File: src/rtl/reg_dump.sv
// rtl/reg_dump.sv - streams a wrapping range of register-file entries out as valid/ready beats
module reg_dump #(
    parameter int AW = 3,
    parameter int DW = 8
) (
    input  logic          clk,
    input  logic          reset,
    input  logic          start,
    input  logic [AW-1:0] first_addr,
    input  logic [AW-1:0] last_addr,
    input  logic          abort,
    output logic [AW-1:0] rd_addr,
    input  logic [DW-1:0] rd_data,
    output logic          out_valid,
    input  logic          out_ready,
    output logic [DW-1:0] out_data,
    output logic [AW-1:0] out_addr,
    output logic          out_last,
    output logic          busy,
    output logic          done
);

    typedef enum logic [1:0] {IDLE, FETCH, SEND, DONE} state_t;

    state_t        state;
    logic [AW-1:0] ptr;
    logic [AW-1:0] last_q;
    logic          capture;

    assign rd_addr = ptr;

    // A beat is loaded on entry to SEND and again on every non-final handshake,
    // so continuous out_ready yields one beat per cycle.
    always_comb begin
        capture = 1'b0;
        if (!abort) begin
            if (state == FETCH)
                capture = 1'b1;
            else if (state == SEND && out_ready && !out_last)
                capture = 1'b1;
        end
    end

    always_ff @(posedge clk or posedge reset) begin
        if (reset) begin
            state     <= IDLE;
            ptr       <= '0;
            last_q    <= '0;
            out_valid <= 1'b0;
            out_data  <= '0;
            out_addr  <= '0;
            out_last  <= 1'b0;
            busy      <= 1'b0;
            done      <= 1'b0;
        end else begin
            done <= 1'b0;
            if (capture) begin
                out_data  <= rd_data;
                out_addr  <= ptr;
                out_last  <= (ptr == last_q);
                out_valid <= 1'b1;
                ptr       <= ptr + 1'b1;
            end
            case (state)
                IDLE: begin
                    if (start) begin
                        ptr    <= first_addr;
                        last_q <= last_addr;
                        busy   <= 1'b1;
                        state  <= FETCH;
                    end
                end
                FETCH: begin
                    if (abort) begin
                        out_valid <= 1'b0;
                        busy      <= 1'b0;
                        state     <= IDLE;
                    end else begin
                        state <= SEND;
                    end
                end
                SEND: begin
                    // abort wins over a handshake landing on the same edge
                    if (abort) begin
                        out_valid <= 1'b0;
                        busy      <= 1'b0;
                        state     <= IDLE;
                    end else if (out_ready && out_last) begin
                        out_valid <= 1'b0;
                        done      <= 1'b1;
                        state     <= DONE;
                    end
                end
                DONE: begin
                    busy  <= 1'b0;
                    state <= IDLE;
                end
                default: begin
                    out_valid <= 1'b0;
                    busy      <= 1'b0;
                    state     <= IDLE;
                end
            endcase
        end
    end

endmodule

File: config.mk
export PLATFORM = sky130hd
export DESIGN_NAME = reg_dump
export DESIGN_NICKNAME = d
export VERILOG_FILES = /design/src/rtl/reg_dump.sv
export SDC_FILE = /design/constraint.sdc
export NUM_CORES = 1
export LEC_CHECK = 0
export ABC_AREA = 1
export CAP_MARGIN = 20
export CORE_MARGIN = 2
export CORE_UTILIZATION = 40
export DETAILED_ROUTE_END_ITERATION = 6
export GPL_TIMING_DRIVEN = 0
export PLACE_DENSITY = 0.74
export SYNTH_ARGS = -nofsm -noshare
export SYNTH_HDL_FRONTEND = slang
export SYNTH_SLANG_ARGS = --single-unit
File: constraint.sdc
create_clock -name clk -period 1.45 [get_ports clk]
set_clock_uncertainty 0.15 [all_clocks]
set_input_delay 0.145 -clock clk [delete_from_list [all_inputs] [get_ports clk]]
set_output_delay 0.145 -clock clk [all_outputs]
set_load 0.01 [all_outputs]
==> results_tabular.tex <==
\begin{tabular}{lr}
\hline
Metric & Value \\
\hline
\multicolumn{2}{l}{\textbf{Worst setup path}} \\
\quad Highest net fanout along the worst path & 4 \\
\quad Critical Path Sink Type & flip-flop \\
\quad Worst EP arrival & 1610 ps \\
\quad Critical path startpoint category & flip-flop \\
\quad Critical Setup Path Class & flip-flop to flip-flop \\
\quad Req. time, crit path & 1510 ps \\
\multicolumn{2}{l}{\textbf{Timing}} \\
\quad Unrepaired setup endpoints after global routing & yes \\
\quad Post-route clock period utilization & 1.06 \\
\quad Top achievable clock speed & 648 MHz \\
\quad Final count of hold timing violations & 0 \\
\quad Setup WS post-layout & -93.6 ps \\
\quad Setup-failing EPs final & 15 \\
\quad Actual slew at the worst max-slew pin & 842 ps \\
\quad Final hold slack & 126 ps \\
\quad Shortest clock period the worst path allows after layout & 1540 ps \\
\quad Fin. max-slew vios & 0 \\
\quad Slew HR & 0.438 \\
\multicolumn{2}{l}{\textbf{Final layout}} \\
\quad Number of nets in the layout & 216 \\
\quad Filler cell count & 208 \\
\quad Finished Layout Cells & 222 \\
\quad Final core area utilization & 0.672 \\
\quad Ant diodes & 0 \\
\quad Fraction of layout instances using a drive strength above 1 & 0.277 \\
\quad Area Overhead vs Synth & 60.3\% \\
\quad Post-route cell area & 1850 µm² \\
\multicolumn{2}{l}{\textbf{Outcome}} \\
\quad Result of the run & finished with violations \\
\quad Failing checks & negative setup slack \\
\multicolumn{2}{l}{\textbf{Placed design}} \\
\quad Standard cell area after detailed placement & 1550 µm² \\
\quad Input/output buffers & 36 \\
\quad Number of instances in the placed design & 202 \\
\quad Routability-driven placement congestion ratio & 0.715 \\
\quad Placed wire-length estimate & 1800 µm \\
\quad Place WS & -124 ps \\
\multicolumn{2}{l}{\textbf{Route}} \\
\quad Overall via count from detail\_route & 1066 \\
\quad Overall routed net length & 2930 µm \\
\quad Drt initial violations & 42 \\
\quad Antenna Violating Nets Remaining & 0 \\
\quad First-pass detailed-route iteration total & 4 \\
\quad Via count normalized by instance count & 4.80 \\
\quad Mean routed wirelength per cell & 13.2 µm \\
\quad Drt drc & 0 \\
\multicolumn{2}{l}{\textbf{CTS}} \\
\quad CTS Root Cell & sky130\_fd\_sc\_hd\_\_clkbuf\_4 \\
\quad CTS tree & done \\
\quad Worst-Skew Late Latency & 320 ps \\
\quad Maximum root-to-sink buffer count & 2 \\
\quad CTS clk-pin slew, worst paths & 120 ps \\
\quad Number of H-tree branching levels & 1 \\
\quad TritonCTS Buffers & 3 \\
\quad Post-CTS Hold Buffers & 0 \\
\quad Clk sinks & 23 \\
\multicolumn{2}{l}{\textbf{Global route}} \\
\quad Maximum number of pins on one net before global-route repair & 24 \\
\quad Initial antenna violation count & 0 \\
\quad Via count of the first global-routing pass & 1132 \\
\quad Global route overflow & 0 \\
\quad First-pass GRT wire length & 4690 µm \\
\quad GRT Resource Usage Total & 0.184 \\
\multicolumn{2}{l}{\textbf{Die}} \\
\quad Standard cell core area & 2760 µm² \\
\quad I/O pins & 37 \\
\quad Floorplan row count & 19 \\
\quad Die boundary height & 57.7 µm \\
\quad Horizontal extent of the die & 57.7 µm \\
\quad Full die area & 3330 µm² \\
\quad Effective utilization at floorplan & 0.419 \\
\multicolumn{2}{l}{\textbf{Synthesis}} \\
\quad Count of warnings emitted by yosys & 0 \\
\quad Most instantiated cells after synthesis & sky130\_fd\_sc\_hd\_\_nand2\_1, sky130\_fd\_sc\_hd\_\_dfrtp\_1, sky130\_fd\_sc\_hd\_\_inv\_1 \\
\quad Leading cell type by number of instances after synthesis & sky130\_fd\_sc\_hd\_\_nand2\_1 \\
\quad Cells after Synth & 135 \\
\quad Mean Syn Cell Area & 8.55 µm² \\
\quad Number of unique standard cell types used by synthesis & 21 \\
\quad Top post-synthesis cells by area & sky130\_fd\_sc\_hd\_\_dfrtp\_1, sky130\_fd\_sc\_hd\_\_nand2\_1, sky130\_fd\_sc\_hd\_\_inv\_1 \\
\quad Fraction of synthesized cell area taken by the top area cell type & 0.498 \\
\quad Sequential cell area fraction in the yosys report & 0.498 \\
\quad Share of flip-flops with an asynchronous set or reset & 1.00 \\
\quad Synthesized Nets & 159 \\
\quad Most area-hungry cell type in the Yosys netlist & sky130\_fd\_sc\_hd\_\_dfrtp\_1 \\
\quad Most frequently used flop master after synthesis & sky130\_fd\_sc\_hd\_\_dfrtp\_1 \\
\quad Cell area after synthesis & 1150 µm² \\
\quad Seq cells post-synth & 23 \\
\quad Post-synth EDFFs & 0 \\
\multicolumn{2}{l}{\textbf{Flow run}} \\
\quad Max-cap violations & 0 \\
\multicolumn{2}{l}{\textbf{Hold path}} \\
\quad Worst hold path type & input pin to asynchronous set/reset pin \\
\multicolumn{2}{l}{\textbf{Pwr}} \\
\quad Worst vdd ir & 1.20 mV \\
\quad Leakage power figure & 0.000984 µW \\
\quad Power per Cell Area & 1890 nW/µm² \\
\hline
\end{tabular}
==> layout make-up <==
cell class,instances,area (µm²),area share
buffer,2,26.3,0.0142
clock buffer,4,26.3,0.0142
inverter,19,73.8,0.0399
multi-input combinational,91,621,0.335
sequential,23,577,0.311
tap,31,38.8,0.0209
timing repair buffer,52,489,0.264
==> critical path, cell delays in order (launching register included) <==
cell and delay [ps]:
sky130_fd_sc_hd__dfrtp_1 450, sky130_fd_sc_hd__ha_4 190, sky130_fd_sc_hd__inv_2 60, sky130_fd_sc_hd__nor2_4 50, sky130_fd_sc_hd__buf_6 130, sky130_fd_sc_hd__buf_4 120
sky130_fd_sc_hd__o21ai_1 170, sky130_fd_sc_hd__o21ai_1 110
==> layer usage <==
metal  GRT usage  up-vias  share of wire
met5           0        -              0
met4      0.0831        0          0.025
met3      0.0335        7          0.064
met2       0.331       34           0.50
met1       0.211      500           0.41
li1            -      525              -
==> path summary, 6_finish.rpt <==
path | start | end | slack [ps] | depth (start not counted)
setup / recovery | state[1] | state[0] | -90 | 7
hold / removal | reset | out_data[5] | 130 | 2
setup reg to reg | state[1] | state[0] | -90 | 7
hold reg to reg | out_data[3] | out_data[3] | 330 | 2
max in group asynchronous | reset | rd_addr[2] | 450 | 2
min in group clk | last_addr[1] | last_q[1] | 200 | 3
==> report_power, final <==
group	total, µW	switching, µW	internal, µW
logic	2120	1120	995
registers	1080	154	928
clock network	305	197	108
==> placed cells by master, fill, tap and decap left out, types with 5 or more instances in the layout <==
| master | count |
|---|---|
| sky130_fd_sc_hd__inv_1 | 13 |
| sky130_fd_sc_hd__dfrtp_1 | 22 |
| sky130_fd_sc_hd__o21ai_1 | 5 |
| sky130_fd_sc_hd__nand2_4 | 7 |
| sky130_fd_sc_hd__nand2_1 | 49 |
| sky130_fd_sc_hd__inv_2 | 5 |
| sky130_fd_sc_hd__dlygate4sd2_1 | 18 |
| sky130_fd_sc_hd__buf_4 | 12 |
| sky130_fd_sc_hd__clkdlybuf4s50_1 | 18 |
==> logic make-up after synthesis <==
kind of cell,share of synthesized area
AO/OA/AOI/OAI,0.0618
XOR/XNOR,0.0228
adder cells (fa/ha/maj),0.0542
buffers and inverters,0.0845
flip-flops,0.498
AND/OR/NAND/NOR,0.278
==> state kept, by name (all words and copies together), names as in the netlist <==
register	flops
busy	1
done	1
last_q	3
out_addr	3
out_data	8
out_last	1
out_valid	1
rd_addr	3
state	2
==> stage by stage <==
step,total power [µW],setup TNS (ps)
floorplan,2060,0
global placement,2690,-710
detailed placement,2760,-1170
CTS,3250,-55.2
global route,3780,-2020
finish,3500,-668
==> timing repair <==
item                                    CTS  global route
resized for setup                        38            25
endpoints found under the hold margin     0             0
pin swaps                                 2             8
endpoints found under the setup margin   35            19
gates cloned                              1             1
buffers inserted                         10             4
No activity file was read; power rests on OpenSTA's default activity.
